--- src/rtl/rgb_pkg.sv ---
// Shared constants and the reset-palette helper for rgb_palette_converter.
package rgb_pkg;

    localparam int DEF_CH_W = 8;
    localparam int MAX_CH_W = 32;

    // Channel slots within a packed {R,G,B} word; bit offset = slot * CH_W.
    localparam int R_LSB = 2;
    localparam int G_LSB = 1;
    localparam int B_LSB = 0;

    // Reset contents of entry idx: each channel is all-ones or all-zeros from idx[2:0].
    function automatic logic [3*MAX_CH_W-1:0] default_entry(input int idx, input int ch_w);
        logic [3*MAX_CH_W-1:0] e;
        e = '0;
        for (int b = 0; b < MAX_CH_W; b++) begin
            if (b < ch_w) begin
                e[R_LSB*ch_w + b] = idx[2];
                e[G_LSB*ch_w + b] = idx[1];
                e[B_LSB*ch_w + b] = idx[0];
            end
        end
        return e;
    endfunction

endpackage

--- src/rtl/rgb_palette_converter_if.sv ---
// Index-in / RGB-out stream bundle for rgb_palette_converter.
interface rgb_palette_converter_if
    import rgb_pkg::*;
#(
    parameter int IDX_W = 3,
    parameter int CH_W  = DEF_CH_W
);
    // Both streams: a word moves on any cycle where valid && ready are high.
    // The producer may change valid/data freely; only transfer cycles count.
    logic [IDX_W-1:0]  colour;
    logic              in_valid;
    logic              in_ready;
    logic [3*CH_W-1:0] rgb;
    logic              out_valid;
    logic              out_ready;

    modport slave (
        input  colour, in_valid, out_ready,
        output in_ready, rgb, out_valid
    );

    modport master (
        output colour, in_valid, out_ready,
        input  in_ready, rgb, out_valid
    );
endinterface

--- src/rtl/rgb_palette_ram.sv ---
// Palette storage: one write port, one registered read port, read-before-write.
module rgb_palette_ram
    import rgb_pkg::*;
#(
    parameter int IDX_W = 3,
    parameter int CH_W  = DEF_CH_W
) (
    input  logic              clk,
    input  logic              rst,
    input  logic              wr_en,
    input  logic [IDX_W-1:0]  wr_addr,
    input  logic [3*CH_W-1:0] wr_data,
    input  logic              rd_en,
    input  logic [IDX_W-1:0]  rd_addr,
    output logic [3*CH_W-1:0] rd_data
);
    localparam int DEPTH = 1 << IDX_W;
    localparam int W     = 3 * CH_W;

    logic [W-1:0] mem [DEPTH];

    // Nonblocking update means a same-edge read sees the previous entry.
    always_ff @(posedge clk) begin
        if (rst) begin
            for (int i = 0; i < DEPTH; i++) begin
                mem[i] <= W'(default_entry(i, CH_W));
            end
            rd_data <= '0;
        end else begin
            if (rd_en) begin
                rd_data <= mem[rd_addr];
            end
            if (wr_en) begin
                mem[wr_addr] <= wr_data;
            end
        end
    end
endmodule

--- src/rtl/rgb_palette_converter.sv ---
// Palette index to RGB converter, two-stage stallable pipeline.
// Optional brightness scaling in stage 2 when RGB_DIMMER_EN is defined.
module rgb_palette_converter
    import rgb_pkg::*;
#(
    parameter int IDX_W = 3,
    parameter int CH_W  = DEF_CH_W
) (
    input  logic              clk,
    input  logic              rst,
    input  logic              enable,
`ifdef RGB_DIMMER_EN
    input  logic [CH_W-1:0]   brightness,
`endif
    input  logic              wr_en,
    input  logic [IDX_W-1:0]  wr_addr,
    input  logic [3*CH_W-1:0] wr_data,
    rgb_palette_converter_if.slave bus
);
    localparam int W = 3 * CH_W;

    logic         s1_valid;
    logic [W-1:0] s1_data;
    logic [W-1:0] s2_data;
    logic         s1_load;
    logic         s2_load;
    logic         accept;

    assign s2_load      = enable && (!bus.out_valid || bus.out_ready);
    assign s1_load      = enable && (!s1_valid || s2_load);
    assign bus.in_ready = s1_load && !rst;
    assign accept       = bus.in_valid && bus.in_ready;

    rgb_palette_ram #(.IDX_W(IDX_W), .CH_W(CH_W)) u_ram (
        .clk     (clk),
        .rst     (rst),
        .wr_en   (wr_en),
        .wr_addr (wr_addr),
        .wr_data (wr_data),
        .rd_en   (accept),
        .rd_addr (bus.colour),
        .rd_data (s1_data)
    );

`ifdef RGB_DIMMER_EN
    // (ch * (b+1)) >> CH_W, so b = all-ones leaves the channel unchanged.
    function automatic logic [CH_W-1:0] dim_ch(input logic [CH_W-1:0] ch, input logic [CH_W-1:0] b);
        logic [2*CH_W:0] p;
        p = (2*CH_W+1)'(ch) * ((2*CH_W+1)'(b) + (2*CH_W+1)'(1));
        return p[2*CH_W-1:CH_W];
    endfunction

    for (genvar c = 0; c < 3; c++) begin : g_dim
        assign s2_data[c*CH_W +: CH_W] = dim_ch(s1_data[c*CH_W +: CH_W], brightness);
    end
`else
    assign s2_data = s1_data;
`endif

    always_ff @(posedge clk) begin
        if (rst) begin
            s1_valid      <= 1'b0;
            bus.out_valid <= 1'b0;
            bus.rgb       <= '0;
        end else begin
            if (s1_load) begin
                s1_valid <= accept;
            end
            if (s2_load) begin
                bus.out_valid <= s1_valid;
                if (s1_valid) begin
                    bus.rgb <= s2_data;
                end
            end
        end
    end
endmodule

--- src/flat_wrapper.sv ---
// flat-port wrapper written by rule: the top's interface ports become plain ports
module rgb_palette_converter_flat import rgb_pkg::*;
#(
    parameter int IDX_W = 3,
    parameter int CH_W  = DEF_CH_W
)
  (clk, rst, enable, wr_en, wr_addr, wr_data, bus_colour, bus_in_valid, bus_out_ready, bus_in_ready, bus_rgb, bus_out_valid);
  rgb_palette_converter_if #(.IDX_W(IDX_W), .CH_W(CH_W)) bus_i ();
  input  logic clk;
  input  logic rst;
  input  logic enable;
  input  logic wr_en;
  input  logic [IDX_W-1:0] wr_addr;
  input  logic [3*CH_W-1:0] wr_data;
  input wire logic [$bits(bus_i.colour)-1:0] bus_colour;
  input wire logic [$bits(bus_i.in_valid)-1:0] bus_in_valid;
  input wire logic [$bits(bus_i.out_ready)-1:0] bus_out_ready;
  output wire logic [$bits(bus_i.in_ready)-1:0] bus_in_ready;
  output wire logic [$bits(bus_i.rgb)-1:0] bus_rgb;
  output wire logic [$bits(bus_i.out_valid)-1:0] bus_out_valid;
  assign bus_i.colour = bus_colour;
  assign bus_i.in_valid = bus_in_valid;
  assign bus_i.out_ready = bus_out_ready;
  assign bus_in_ready = bus_i.in_ready;
  assign bus_rgb = bus_i.rgb;
  assign bus_out_valid = bus_i.out_valid;
  rgb_palette_converter #(.IDX_W(IDX_W), .CH_W(CH_W)) u_core (.clk(clk), .rst(rst), .enable(enable), .wr_en(wr_en), .wr_addr(wr_addr), .wr_data(wr_data), .bus(bus_i));
endmodule
--- config.mk ---
export PLATFORM = sky130hd
export DESIGN_NAME = rgb_palette_converter_flat
export DESIGN_NICKNAME = d
export VERILOG_FILES = /design/src/rtl/rgb_pkg.sv /design/src/rtl/rgb_palette_converter_if.sv /design/src/rtl/rgb_palette_ram.sv /design/src/rtl/rgb_palette_converter.sv /design/src/flat_wrapper.sv
export SDC_FILE = /design/constraint.sdc
export NUM_CORES = 1
export LEC_CHECK = 0
export CORE_MARGIN = 1
export CORE_UTILIZATION = 64
export CTS_CLUSTER_SIZE = 8
export DETAILED_ROUTE_END_ITERATION = 8
export PLACE_DENSITY = 0.83
export SLEW_MARGIN = 10
export SYNTH_ARGS = -nofsm -noshare
export SYNTH_HDL_FRONTEND = slang
export SYNTH_SLANG_ARGS = --single-unit
export TNS_END_PERCENT = 30
--- constraint.sdc ---
create_clock -name clk -period 7.1 [get_ports clk]
set_input_delay 1.775 -clock clk [delete_from_list [all_inputs] [get_ports clk]]
set_output_delay 1.775 -clock clk [all_outputs]
set_load 0.005 [all_outputs]
==> results.yml <==
clock_network:
  cts.reportedPaths.clkPinSlew_ns: 0.05
  holdBufCountCts: 0
  cts_tree: "done"
  clock_latency_ns: 0.50
  cts_root_buffer: "clkbuf_16"
  h-tree-depth: 2
  cts_sinks: 242
  numCtsBuffers: 36
  cts_setup_buffers: 0
  cts_buffer_depth: 3
  cts.repair.resized: 0
drt:
  drtIter0Drc: 480
  via_count: 6510
  finalWirelength_um: 23700
  routedWlPerCell_um: 23.8
  dr.pass1.iters: 5
  drc: 0
  ant_nets: 0
  vias_per_cell: 6.53
worst_setup_path:
  crit_start: "enable"
  critPathArrivalTime_ns: 4.08
  cp.required_ns: 5.33
  worst-setup-path-type: "input port to primary output"
  cpPeakStageDelay_ns: 0.63
  path_cells: "clkdlybuf4s50_1 > buf_4 > clkinv_1 > nor3b_1 > clkdlybuf4s50_1"
  cp-end-kind: "primary output"
  cpMaxStageDelayCell: "clkinv_1"
  start_kind: "input port"
  reg2reg_from: "u_core.s1_valid"
  cp_max_fo: 29
  crit_path_frequent_cell: "clkdlybuf4s50_1"
floorplan:
  initial_core_util_pct: 66.2
  num_io_pins: 62
  die_area_sq_um: 17100
  core_sq_um: 16100
  fp.dieH_um: 131
  placementRows: 46
  dieWidth_um: 131
synth:
  synthSimpleGateAreaFrac_pct: 14.6
  synth_edf_count: 192
  yosys.area_share.xor_xnor_pct: 0
  synth_top_family_by_area: "simple AND/OR/NAND/NOR gates"
  ys_ff_latch: 242
  synth_compound_area_share_pct: 5.88
  ys_types: 33
  synthAdderAreaFrac_pct: 0
  yosysTopAreaCell: "edfxtp_1"
  synthCells: 728
  synthTopCellsByArea: "edfxtp_1 (54%), mux4_2 (10%), dfxtp_1 (9.4%), and2_1 (5.7%), or3_1 (5.2%)"
  syn_nets: 764
  synth_flop_cell: "edfxtp_1"
  syn_avg_cell_area_sq_um: 14.6
  synth_mux_area_share_pct: 12.4
  synth_top_area_share_pct: 54.2
  syn_area_sq_um: 10600
  synth_warnings: 0
  yosysSeqAreaShare_pct: 63.6
  async_flop_share_pct: 0
status:
  status: "complete, no violations"
finish:
  final_cell_mix: "edfxtp_1 (192), and2_1 (97), or3_1 (88), clkdlybuf4s50_1 (58), dfxtp_1 (50)"
  antenna_cells: 0
  nFillCells: 906
  final_cell_count_no_fill: 997
  finish.net_count: 807
  final_common_cell: "edfxtp_1"
  syn_to_final_growth_pct: 14.9
  layout-drive-gt1-share_pct: 14.6
sta:
  finalSetupViolCount: 0
  rsz0062_at_grt: "false"
  fin_worst_skew_ns: 0.0186
  max_freq_ghz: 0.171
  max-slew-margin-rel_pct: 22.0
  fin_setup_tns_ns: 0
  min_period_ns: 5.86
  slew_viol_final: 0
  worst_pin_slew_ns: 1.17
  finalCritPeriodShare_pct: 82.5
  holdWs_ns: 0.467
  hold_viol: 0
min_path:
  min_from: "u_core.bus.rgb[13]"
  min_path_type: "flip-flop to flip-flop"
global_route:
  track_usage_pct: 29.1
  grt_overflow_total: 0
  antenna_found_initial: 0
  grt_pass1_wl_um: 36000
  grt_max_degree: 61
  grt_pass1_vias: 6541
power_and_ir_drop:
  vdd_drop_max_v: 0.000218
  power_density_nw_per_um2: 276
  p_leak_nw: 4.03
place:
  place_hpwl_um: 13200
  portBuffers: 61
  gp_congestion: 0.757
  placed_cells: 949
flow_run:
  drv_cap: 0
cells by family (layout without fill, tap and decap cells):
group           count (synthesis)  count (layout)
mux                            72              72
flops                         242             242
simple gates                  244             244
buf+inv                        70             123
compound gates                100             100
synth_stat cells (2+ instances only):
cell and n:
and2_1 97, a211oi_1 24, mux2i_1 24, buf_2 11, nor2_1 4, clkbuf_2 2
or2_2 7, nand2_1 3, or3_1 88, nand4_1 24, mux4_2 48, o31ai_1 24
a21oi_1 49, dfxtp_1 50, nand2b_1 11, clkbuf_1 43, nor2_4 2, buf_6 11
edfxtp_1 192
where the power goes:
group          internal, mW  switching (mW)  total (mW)
clock                 0.931           0.561        1.49
combinational        0.0966           0.138       0.235
sequential             1.61          0.0275        1.64
metal layers:
metal,share of wire [%],global-route usage (%),wire (um),vias to the layer above
met4,2.8,11.0,670,0
li1,-,-,-,2894
met1,38,36.3,9090,3266
met2,51,49.5,12100,296
met5,0,0,0,-
met3,7.8,7.21,1840,54
worst max-delay path, delay by kind of cell:
family | cells | cell delay, ns
buffers and inverters | 4 | 1.91
AND/OR/NAND/NOR | 1 | 0.39
final cells by class:
| class | count | area, sq um | share of cell area (%) |
|---|---|---|---|
| inverter | 2 | 7.51 | 0.0615 |
| sequential | 242 | 6770 | 55.4 |
| multi-input combinational | 416 | 3510 | 28.8 |
| clock buffer | 47 | 963 | 7.89 |
| clock inverter | 1 | 8.76 | 0.0717 |
| timing repair buffer | 73 | 686 | 5.61 |
| tap | 216 | 270 | 2.21 |
sequential cells by signal, indices dropped and copies added (netlist names):
register	count
u_core.u_ram.mem	192
u_core.bus.rgb	24
u_core.u_ram.rd_data	24
u_core.bus.out_valid	1
u_core.s1_valid	1
stage by stage:
| stage | power, mW | cell area (sq um) | util, % | worst slack (ns) |
|---|---|---|---|---|
| floorplan | 1.80 | 10600 | - | 2.76 |
| global placement | 1.88 | 11200 | 70.0 | 1.37 |
| detailed placement | 1.89 | 11200 | 70.0 | 1.28 |
| CTS | 3.38 | 12200 | 76.1 | 1.26 |
| global route | 3.45 | 12200 | 76.1 | 1.09 |
| finish | 3.37 | 12200 | 76.1 | 1.24 |
path summary, 6_finish.rpt:
path                                                 end  slack (ns)  cells after the start
worst max register to register  u_core.u_ram.rd_data[17]        4.32                      3
worst min-delay path                  u_core.bus.rgb[13]        0.47                      2
worst max-delay path                        bus_in_ready        1.24                      5
worst min register to register        u_core.bus.rgb[13]        0.47                      2
(Power assumes the default switching activity.)
